### src/rtl/fx2_stream_writer.sv
// Buffered stream writer for the Cypress FX2 slave FIFO (EP6), with full-packet and short-packet commits.
// Optional build macro FX2_TEST_PATTERN_EN adds test_mode, which replaces the input stream with a counter.
module fx2_stream_writer #(
  parameter int DATA_W  = 8,
  parameter int DEPTH   = 16,
  parameter int PKT_LEN = 512
) (
  input  logic                     clk,
  input  logic                     reset_n,
`ifdef FX2_TEST_PATTERN_EN
  input  logic                     test_mode,
`endif
  input  logic                     in_valid,
  input  logic [DATA_W-1:0]        in_data,
  output logic                     in_ready,
  input  logic                     sync_n,
  input  logic                     flagd_n,
  output logic [DATA_W-1:0]        fd,
  output logic [1:0]               faddr,
  output logic                     slwr_n,
  output logic                     slrd_n,
  output logic                     sloe_n,
  output logic                     pktend_n,
  output logic [$clog2(DEPTH):0]   fill_level,
  output logic [15:0]              pkt_count
);

  localparam int          AW   = $clog2(DEPTH);
  localparam logic [AW:0] FULL = (AW+1)'(DEPTH);
  localparam logic [15:0] PLEN = 16'(PKT_LEN);

  typedef enum logic [1:0] {IDLE, STREAM, DRAIN, PKTEND} state_t;

  state_t            state, state_d, ret, ret_d;
  logic [DATA_W-1:0] mem [DEPTH];
  logic [AW-1:0]     wr_ptr, rd_ptr;
  logic [AW:0]       count;
  logic [15:0]       wcnt;
  logic              push, pop;
  logic [DATA_W-1:0] push_data;

`ifdef FX2_TEST_PATTERN_EN
  logic [DATA_W-1:0] pat;

  assign push      = test_mode ? in_ready : (in_valid & in_ready);
  assign push_data = test_mode ? pat : in_data;

  always_ff @(posedge clk or negedge reset_n) begin
    if (!reset_n)              pat <= '0;
    else if (test_mode && push) pat <= pat + DATA_W'(1);
  end
`else
  assign push      = in_valid & in_ready;
  assign push_data = in_data;
`endif

  assign in_ready   = (count != FULL);
  assign fill_level = count;
  assign faddr      = 2'b10;
  assign slrd_n     = 1'b1;
  assign sloe_n     = 1'b1;

  always_ff @(posedge clk) begin
    if (push) mem[wr_ptr] <= push_data;
  end

  always_ff @(posedge clk or negedge reset_n) begin
    if (!reset_n) begin
      wr_ptr <= '0;
      rd_ptr <= '0;
      count  <= '0;
    end else begin
      if (push) wr_ptr <= wr_ptr + AW'(1);
      if (pop)  rd_ptr <= rd_ptr + AW'(1);
      case ({push, pop})
        2'b10:   count <= count + (AW+1)'(1);
        2'b01:   count <= count - (AW+1)'(1);
        default: count <= count;
      endcase
    end
  end

  // A full packet is committed one cycle after its last strobe, so slwr_n and
  // pktend_n are never low together.
  always_comb begin
    state_d = state;
    ret_d   = ret;
    pop     = 1'b0;
    case (state)
      IDLE: if (!sync_n) state_d = STREAM;
      STREAM: begin
        if (wcnt == PLEN) begin
          state_d = PKTEND;
          ret_d   = STREAM;
        end else begin
          pop = (count != '0) && flagd_n;
          if (sync_n) state_d = DRAIN;
        end
      end
      DRAIN: begin
        if (wcnt == PLEN) begin
          state_d = PKTEND;
          ret_d   = DRAIN;
        end else if (!sync_n) begin
          state_d = STREAM;
          pop     = (count != '0) && flagd_n;
        end else if (count == '0) begin
          if (wcnt != '0) begin
            state_d = PKTEND;
            ret_d   = IDLE;
          end else begin
            state_d = IDLE;
          end
        end else begin
          pop = flagd_n;
        end
      end
      PKTEND:  state_d = ret;
      default: state_d = IDLE;
    endcase
  end

  always_ff @(posedge clk or negedge reset_n) begin
    if (!reset_n) begin
      state     <= IDLE;
      ret       <= IDLE;
      wcnt      <= '0;
      pkt_count <= '0;
      fd        <= '0;
      slwr_n    <= 1'b1;
      pktend_n  <= 1'b1;
    end else begin
      state    <= state_d;
      ret      <= ret_d;
      slwr_n   <= ~pop;
      pktend_n <= (state_d != PKTEND);
      if (pop) fd <= mem[rd_ptr];
      if (state == PKTEND) begin
        wcnt      <= '0;
        pkt_count <= pkt_count + 16'd1;
      end else if (pop) begin
        wcnt <= wcnt + 16'd1;
      end
    end
  end

endmodule
### config.mk
export PLATFORM = sky130hd
export DESIGN_NAME = fx2_stream_writer
export DESIGN_NICKNAME = d
export VERILOG_FILES = /design/src/rtl/fx2_stream_writer.sv
export SDC_FILE = /design/constraint.sdc
export NUM_CORES = 1
export LEC_CHECK = 0
export ABC_AREA = 1
export CORE_AREA = 5 5 152 154
export CTS_CLUSTER_DIAMETER = 200
export DETAILED_ROUTE_END_ITERATION = 10
export DIE_AREA = 0 0 157 159
export PLACE_DENSITY = 0.56
export SYNTH_ARGS = -nofsm -noshare
export SYNTH_HDL_FRONTEND = slang
export SYNTH_SLANG_ARGS = --single-unit
### constraint.sdc
create_clock -name clk -period 3.3 [get_ports clk]
set_input_delay 0.495 -clock clk [delete_from_list [all_inputs] [get_ports clk]]
set_output_delay 0.495 -clock clk [all_outputs]
set_load 0.03 [all_outputs]
After elaboration in Yosys (flattened, before gate mapping)
Memories as Yosys holds them, arrays and structs flattened. A register that Yosys moved wholly into a read port is not among the register bits.
Index checks and enable logic that the tools add are counted.
{ "op_classes": {"addsub": 6, "multipliers": 0, "n_div": 0, "order_cmp": 0, "n_eq_ne": 12, "shifts": 0, "muxes": 24, "bitwise_logic": 2, "n_reduce_logical": 10} }
{ "ops": {"columns": ["op", "count"], "rows": [
  ["adder 16 x 1 -> 16 bit, second input constant", 2],
  ["two-way mux 16 bit", 2],
  ["two-way mux 2 bit", 12],
  ["== test 16 x 10 -> 1 bit, second input constant", 1],
  ["nonzero test 16 bit", 1],
  ["case mux 5 bit (2 select lines)", 1],
  ["!= test 3 bit, second input constant", 3],
  ["adder 4 x 1 -> 4 bit, second input constant", 2],
  ["case mux 2 bit (4 select lines)", 1],
  ["== test 2 bit, second input constant", 3],
  ["two-way mux 1 bit", 6],
  ["nonzero test 2 bit", 3],
  ["adder 5 x 1 -> 5 bit, second input constant", 1],
  ["logical NOT 5 bit", 1],
  ["!= test 5 bit, second input constant", 1],
  ["AND reduction 5 bit", 1],
  ["nonzero test 5 bit", 1],
  ["subtractor 5 x 1 -> 5 bit, second input constant", 1],
  ["== test 2 x 1 -> 1 bit, second input constant", 2],
  ["!= test 2 bit, second input constant", 2],
  ["case mux 2 bit (2 select lines)", 1],
  ["logical NOT 2 bit", 1],
  ["case mux 1 bit (2 select lines)", 1],
  ["bitwise AND 1 bit", 1],
  ["other kinds (3)", 3]
]} }
{ "totals": {"regBits": 51, "latchBits": 0, "ramBits": 128, "rom_bits": 0, "inputBits": 13, "wordCells": 64, "mem_count": 1} }
{ "mem_list": {"columns": ["memory", "words", "width", "rd", "rd_ports_with_merged_regs", "wr", "line", "rtl"], "rows": [
  ["mem", 16, 8, 1, 1, 1, "35", "logic [DATA_W-1:0] mem [DEPTH];"]
]} }

Depth between registers and ports, before layout
Gate-level depths: netlist of run 1.
{ "logic_depth": {"ltp_word": 7, "depth_mapped": 16, "mapped_depth_nobuf": 15} }

Least setup slack after synthesis of run 1
OpenSTA, ideal clock, no wires.
{ "synth_path": {"path_type": "reg2reg", "startpoint": "reg state[0]", "endpoint": "reg count[4], in the netlist fill_level[4]", "setup_ns": 0.123, "t_arrival_ns": 2.648, "slack_ns": 0.529, "path_stages_with_launch": 17, "n_path_buf": 1, "cell_sequence": "dfrtp_1 -> inv_1 -> ha_1 -> or2_1 -> nand4_2 -> a21oi_4 -> buf_4 -> ha_1 -> inv_1 -> fa_1 -> inv_1 -> nand2_1 -> a21oi_1 -> nor2_1 -> nand2_1 -> nand3_1 -> xor2_1"} }
{ "synth_via": {"elab_chain_cells": 4} }
{ "synth_lines": {"columns": ["item", "line", "rtl"], "rows": [
  ["from (decl)", "34", "state_t state, state_d, ret, ret_d;"],
  ["from (signal assigned)", "133", "state <= state_d;"],
  ["== test 2 bit or == test 2 x 1 -> 1 bit (tied branches)", "89", "case (state)"],
  ["case mux 1 bit (2 select lines) (*)", "89", null],
  ["net pop", "39", "logic push, pop;"],
  ["== test 2 x 1 -> 1 bit or == test 2 bit (tied branches)", "75", "case ({push, pop})"],
  ["case mux 5 bit (2 select lines) or nonzero test 2 bit (tied branches)", null, null],
  ["to (signal assigned)", "76", "2'b10: count <= count + (AW+1)'(1);"],
  ["to (signal assigned)", "77", "2'b01: count <= count - (AW+1)'(1);"],
  ["to (signal assigned)", "78", "default: count <= count;"],
  ["to (decl)", "37", "logic [AW:0] count;"]
]} }
Mark *: on every way through the listed nets, which the timed path passes. The rest lies on a longest branch.
A chain may end at the register's enable or synchronous reset.

Worst setup path in the final report of run 1
{ "layout_path": {"startpoint": "reg state[0]", "endpoint": "reg count[4], in the netlist fill_level[4]"} }
{ "layout_via": {"elab_chain_cells": 4} }
{ "layout_lines": {"columns": ["item", "line"], "rows": [
  ["== test 2 bit or == test 2 x 1 -> 1 bit (tied branches)", "89"],
  ["case mux 1 bit (2 select lines) (*)", "89"],
  ["== test 2 x 1 -> 1 bit or == test 2 bit (tied branches)", "75"],
  ["case mux 5 bit (2 select lines) or nonzero test 2 bit (tied branches)", null]
]} }
Mark *: on every way between the ends. The rest lies on a longest branch, timed or not.

==> flow_metrics.py, run 1 <==
metrics = {
    "cts": {
        "cts.path.max_buffers": 2,
        "holdBufCountCts": 0,
        "cts_setup_buffers": 0,
        "cts_tree": "yes",
        "clk_pin_slew_ps": 70,
        "ctsResizeCount": 0,
        "clock-sinks": 187,
        "clk_latency_ps": 430,
        "cts_inserted_buffers": 17,
        "htreeDepth": 4,
        "cts_root_buf": "clkbuf_16",
    },
    "route": {
        "drt-pass1-iter-count": 4,
        "drc": 0,
        "wl_per_cell_um": 16.8,
        "wl_um": 19100,
        "drtIter0Drc": 406,
        "via_count": 5751,
        "postRouteAntennaNets": 0,
        "vias_per_cell": 5.06,
    },
    "timing": {
        "skew_ps": 13.1,
        "holdWs_ps": 82.3,
        "worst_pin_slew_ps": 772,
        "period_minus_slack_ps": 2850,
        "fin_tns_setup_ps": 0,
        "period_share_pct": 86.5,
        "fmax_mhz": 350,
        "slew_headroom_pct": 48.3,
        "rsz0062_at_grt": "false",
        "hold_viol_final": 0,
        "slew_violations": 0,
        "finalSetupViolCount": 0,
    },
    "placement": {
        "io_buffers": 44,
        "dpl_cell_area_mm2": 0.00920,
        "gp_congestion": 0.829,
        "place_hpwl_um": 12600,
    },
    "status": {
        "status": "finished clean",
    },
    "global_route": {
        "met2_usage_pct": 24.1,
        "grt_use_total_pct": 15.9,
        "grt_pass1_wl_um": 31400,
        "grt_busiest_layer": "met2",
        "grt_util_met3_pct": 3.89,
        "grt_max_degree": 53,
        "first_global_vias": 5719,
        "use_met1_pct": 23.1,
        "overflow": 0,
        "antenna_found_initial": 0,
    },
    "synth": {
        "synthXorXnorAreaFrac_pct": 2.91,
        "synth_compound_area_share_pct": 9.11,
        "synth.distinct_cells": 41,
        "synth_top_family_by_area": "simple AND/OR/NAND/NOR gates",
        "yosysWarnings": 0,
        "syn_avg_cell_area_um2": 10.6,
        "synth-simple-area-share_pct": 17.4,
        "syn_area_mm2": 0.00842,
        "synthMuxAreaShare_pct": 0,
        "synth_adder_area_share_pct": 2.61,
        "ys_ff_latch": 187,
        "seq_area_frac_synth_pct": 63.2,
        "synthCells": 792,
    },
    "setup_path": {
        "critical_path.endpoint_type": "flip-flop",
        "r2r-start": "state[0]",
        "arrival_ps": 3170,
        "path_buf_inv": 3,
        "start_kind": "flip-flop",
        "cpLargestDelayFamily": "adder cells",
        "r2r_slack_ps": 450,
        "r2r_end": "fill_level[4]",
        "required_ps": 3620,
        "worstRegToRegCells": 15,
        "timing.critical_path.cells": "inv_1, ha_1, or2_1, nand4_2, a21oi_4, ha_1, inv_1, fa_1, inv_1, nand2_1, a21oi_1, nor2_1, nand2_1, nand3_1, xor2_1",
        "crit_type": "flip-flop to flip-flop",
        "crit_path_frequent_cell": "inv_1",
        "max_stage_delay_ps": 450,
        "crit_fanout": 6,
        "crit_slowest_cell": "dfrtp_1",
    },
    "floorplanning": {
        "io-pin-count": 49,
        "die_area_mm2": 0.0250,
        "rows": 54,
        "die_y_um": 159,
        "die_w_um": 157,
        "core_mm2": 0.0216,
        "start_util_pct": 39.1,
    },
    "layout": {
        "post-route-util_pct": 45.4,
        "final_layout_size_suffix_gt1_share_pct": 9.92,
        "areaGrowthSynthToFinish_pct": 16.1,
        "finalNetCount": 874,
        "antennaDiodeCount": 0,
        "final_cell_area_mm2": 0.00978,
    },
    "power": {
        "power_w": 0.00811,
        "ir_drop_mv": 0.455,
        "p_per_area_mw_per_mm2": 829,
        "leakage_nw": 3.76,
    },
    "worst_hold_path": {
        "hold_class": "input pin to asynchronous set/reset pin",
    },
    "job": {
        "cap_viol_max_count": 0,
    },
}
## kinds of logic after synthesis
| group | count (synthesis) |
|---|---|
| flip-flops | 187 |
| adder cells (fa/ha/maj) | 17 |
| other | 2 |
| AND/OR/NAND/NOR | 344 |
| XOR/XNOR | 28 |
| buffers and inverters | 86 |
| AO/OA/AOI/OAI | 128 |
## layout by cell type (no fill, tap or decap), drive strengths merged
cell type	n
clkinvlp	3
nor3	11
a31oi	1
nand2	122
inv	57
conb	4
clkinv	6
dfrtp	57
nand3	45
ha	16
edfxtp	128
a21oi	10
o211ai	32
or2	1
o31ai	2
xnor2	5
nor2	151
dfstp	2
nand4	14
buf	23
clkdlybuf4s50	43
clkbuf	17
o21ai	82
o21bai	1
fa	1
xor2	23
## synthesized netlist by cell type, drive strengths merged
cell type	n	area, um2
conb	2	7.51
dfstp	2	52.6
nand4	14	93.8
nand3	45	230
edfxtp	128	3840
o31ai	2	15.0
a31oi	1	6.26
nor3	11	60.1
o21ai	82	433
xor2	23	201
or2	1	6.26
o21bai	1	7.51
inv	50	190
ha	16	200
dfrtp	57	1430
o211ai	32	240
buf	24	158
xnor2	5	43.8
clkbuf	11	41.3
a21oi	10	65.1
nand2	122	470
nor2	151	606
fa	1	20.0
clkinv	1	3.75
## final cells by class
type	instances	area (um2)
Multi-Input combinational cell	521	2710
Clock inverter	15	155
Tap cell	280	350
Timing Repair Buffer	66	613
Inverter	51	194
Sequential cell	187	5330
Fill cell	2003	11800
Clock buffer	17	425
## worst reg2reg max path, stage by stage, from the launching register on
cell	delay (ps)
dfrtp_1	450
inv_1	130
ha_1	250
or2_1	180
nand4_2	160
a21oi_4	170
ha_1	270
inv_1	100
fa_1	370
inv_1	90
nand2_1	60
a21oi_1	150
nor2_1	60
nand2_1	60
nand3_1	80
xor2_1	150
## metal layers
layer	up-vias	part of all wire (%)
met2	123	45
met3	17	5.4
met5	-	0
met4	0	1.4
li1	2811	-
met1	2800	48
## state kept, by name, summed over array words and instances (netlist names), 2 cells and up
register    cells
mem           128
pkt_count      16
wcnt           16
fd              8
fill_level      5
rd_ptr          4
wr_ptr          4
ret             2
state           2
## worst max-delay path by stage
stage                  start       endpoint  slack, ps  cells past startpoint
floorplan           state[0]  fill_level[4]        530                     16
global placement     flagd_n  fill_level[4]        560                     13
detailed placement   flagd_n  fill_level[4]        500                     13
CTS                 state[0]  fill_level[4]        480                     15
global route        state[0]  fill_level[4]        240                     15
finish              state[0]  fill_level[4]        450                     15
## power breakdown
group	switching (W)	total [W]	internal (W)	leakage, nW
combinational	0.00197	0.00295	0.000979	1.58
sequential	0.000305	0.00318	0.00287	1.91
clock	0.000973	0.00198	0.00101	0.274
## per-stage QoR
stage	std cells	worst slack, ps
floorplan	794	529
global placement	1105	557
detailed placement	1105	501
CTS	1137	479
global route	1137	244
finish	1137	447
(Power assumes the default switching activity.)
==> inputs of run 2 (changes only) <==
--- a/config.mk
+++ b/config.mk
@@ -6,11 +6,11 @@
 export NUM_CORES = 1
 export LEC_CHECK = 0
 export ABC_AREA = 1
-export CORE_AREA = 5 5 152 154
+export CORE_AREA = 5 5 174 134
 export CTS_CLUSTER_DIAMETER = 200
 export DETAILED_ROUTE_END_ITERATION = 10
-export DIE_AREA = 0 0 157 159
-export PLACE_DENSITY = 0.56
+export DIE_AREA = 0 0 179 139
+export PLACE_DENSITY = 0.57
 export SYNTH_ARGS = -nofsm -noshare
 export SYNTH_HDL_FRONTEND = slang
 export SYNTH_SLANG_ARGS = --single-unit
==> run 2 against run 1 <==
- register-to-register slack improved by 150 ps
- maximum frequency is 5.6% higher
- flip-flop and latch count unchanged
- clock skew down 2.1 ps
- power fell by 0.73%
- cell count rose by 0.62%
- final area fell by 0.60%
- critical endpoint unchanged
- sequential share of layout area increased by 0.33 points
==> flow_metrics.py, run 2 (same netlist as run 1, synthesis figures left out) <==
metrics = {
    "setup_path": {
        "crit_fanout": 6,
        "path_buf_inv": 3,
        "critical_path.endpoint_type": "flip-flop",
        "crit_slowest_cell": "dfrtp_1",
        "max_stage_delay_ps": 440,
        "timing.critical_path.cells": "inv_1, ha_1, or2_1, nand4_2, a21oi_4, ha_1, inv_1, fa_1, inv_1, nand2_1, a21oi_1, nor2_1, nand2_1, nand3_1, xor2_1",
        "start_kind": "flip-flop",
        "crit_type": "flip-flop to flip-flop",
        "cpLargestDelayFamily": "adder cells",
        "arrival_ps": 3020,
        "required_ps": 3620,
        "crit_path_frequent_cell": "inv_1",
    },
    "power": {
        "intPower_w": 0.00483,
        "leakage_nw": 3.71,
        "p_comb_share_pct": 36.4,
        "pwr-share-seq_pct": 39.2,
        "ir_drop_mv": 0.397,
        "switching_share_pct": 40.0,
        "p_clk_share_pct": 24.3,
        "power.switching_w": 0.00322,
        "p_per_area_mw_per_mm2": 828,
    },
    "route": {
        "via_count": 5684,
        "postRouteAntennaNets": 0,
        "wl_um": 19300,
        "drtIter0Drc": 436,
        "drt-pass1-iter-count": 7,
        "wl_per_cell_um": 16.8,
        "vias_per_cell": 4.97,
        "drc": 0,
    },
    "cts": {
        "clk_latency_ps": 430,
        "htreeDepth": 4,
        "cts_tree": "yes",
        "cts_setup_buffers": 0,
        "clock-sinks": 187,
        "clk_pin_slew_ps": 70,
        "cts_inserted_buffers": 17,
        "cts.path.max_buffers": 2,
        "cts_root_buf": "clkbuf_16",
    },
    "timing": {
        "holdWs_ps": 475,
        "period_share_pct": 81.8,
        "slew_headroom_pct": 46.2,
        "fmax_mhz": 370,
        "layout_setup_ws_ps": 599,
        "fin_tns_setup_ps": 0,
        "period_minus_slack_ps": 2700,
        "finalSetupViolCount": 0,
        "hold_viol_final": 0,
        "rsz0062_at_grt": "false",
        "worst_pin_slew_ps": 804,
        "skew_ps": 11.0,
        "slew_violations": 0,
    },
    "layout": {
        "finalNetCount": 868,
        "top_register": "mem",
        "final_common_cell": "nor2_1",
        "biggestRegsByFlops": "mem (128), pkt_count (16), wcnt (16)",
        "areaGrowthSynthToFinish_pct": 15.4,
        "fillers": 2066,
        "final_layout_size_suffix_gt1_share_pct": 9.06,
        "mostFrequentLayoutCells": "nor2_1 (145), edfxtp_1 (128), nand2_1 (119), dfrtp_1 (55), o21ai_0 (51)",
        "register_area_mm2": 0.00533,
        "final_cell_area_mm2": 0.00972,
        "multi_input_area_mm2": 0.00271,
        "antennaDiodeCount": 0,
        "largest_reg_flops": 128,
    },
    "floorplanning": {
        "die_w_um": 179,
        "start_util_pct": 39.0,
        "die_y_um": 139,
        "core_mm2": 0.0216,
        "die_area_mm2": 0.0249,
        "io-pin-count": 49,
        "rows": 47,
    },
    "placement": {
        "dpl_cell_area_mm2": 0.00915,
        "place_ws_ps": 540,
        "io_buffers": 44,
        "gp_congestion": 0.795,
        "place_hpwl_um": 12800,
    },
    "job": {
        "cap_viol_max_count": 0,
    },
    "global_route": {
        "overflow": 0,
        "first_global_vias": 5434,
        "grt_max_degree": 35,
        "grt_use_total_pct": 15.8,
        "antenna_found_initial": 0,
        "met2_usage_pct": 22.0,
        "grt_pass1_wl_um": 30500,
        "use_met1_pct": 24.7,
        "grt_busiest_layer": "met1",
        "grt_util_met3_pct": 3.90,
    },
    "worst_hold_path": {
        "hold_class": "flip-flop to flip-flop",
    },
    "status": {
        "status": "finished clean",
    },
}
run 2: routing by layer:
metal	wire [um]	up-vias	share of wire (%)
met3	1000	13	5.2
li1	-	2795	-
met5	0	-	0
met4	142	0	0.74
met1	9670	2749	50
met2	8440	127	44
run 2: cell type report:
cell class / count / share of cell area [%]
well taps: 294 / 3.79
multi-input cells: 521 / 27.9
inverters: 51 / 2.00
repair buffers: 60 / 5.74
clock buffers: 17 / 4.38
clock inverters: 14 / 1.38
flip-flops and latches: 187 / 54.8
run 2: worst min-delay path: cells and delay by family (launching register included):
kind / cells / cell delay (ps)
flip-flops: 1 / 340
AND/OR/NAND/NOR: 2 / 100
run 2: path summary, 6_finish.rpt:
kind / startpoint / endpoint / slack [ps] / cells past startpoint
setup / recovery: state[0] / fill_level[4] / 600 / 15
hold reg to reg: ret[1] / ret[1] / 470 / 2
setup reg to reg: state[0] / fill_level[4] / 600 / 15
max in group asynchronous: reset_n / rd_ptr[0] / 2010 / 3
hold / removal: ret[1] / ret[1] / 470 / 2
min in group asynchronous: reset_n / pkt_count[4] / 520 / 2
run 2: power by group through the flow:
stage	combinational, W	sequential [W]	clock (W)
after global routing	0.00328	0.00321	0.00209
after detailed placement	0.00296	0.00321	0
after global placement	0.00294	0.00321	0
after floorplan	0.00188	0.00331	0
after CTS	0.00297	0.00316	0.00199
final	0.00293	0.00316	0.00196
run 2: what timing repair did:
| action | in CTS | in global routing |
|---|---|---|
| hold endpoints to repair | 16 | 0 |
| hold buffers | 1 | 0 |
| gates resized for setup | 0 | 0 |
run 2: per-stage QoR:
step / cells / utilization, % / total power (W)
floorplan: 794 / - / 0.00519
global placement: 1112 / 42.4 / 0.00615
detailed placement: 1112 / 42.4 / 0.00617
CTS: 1144 / 45.0 / 0.00813
global route: 1144 / 45.0 / 0.00858
finish: 1144 / 45.0 / 0.00805
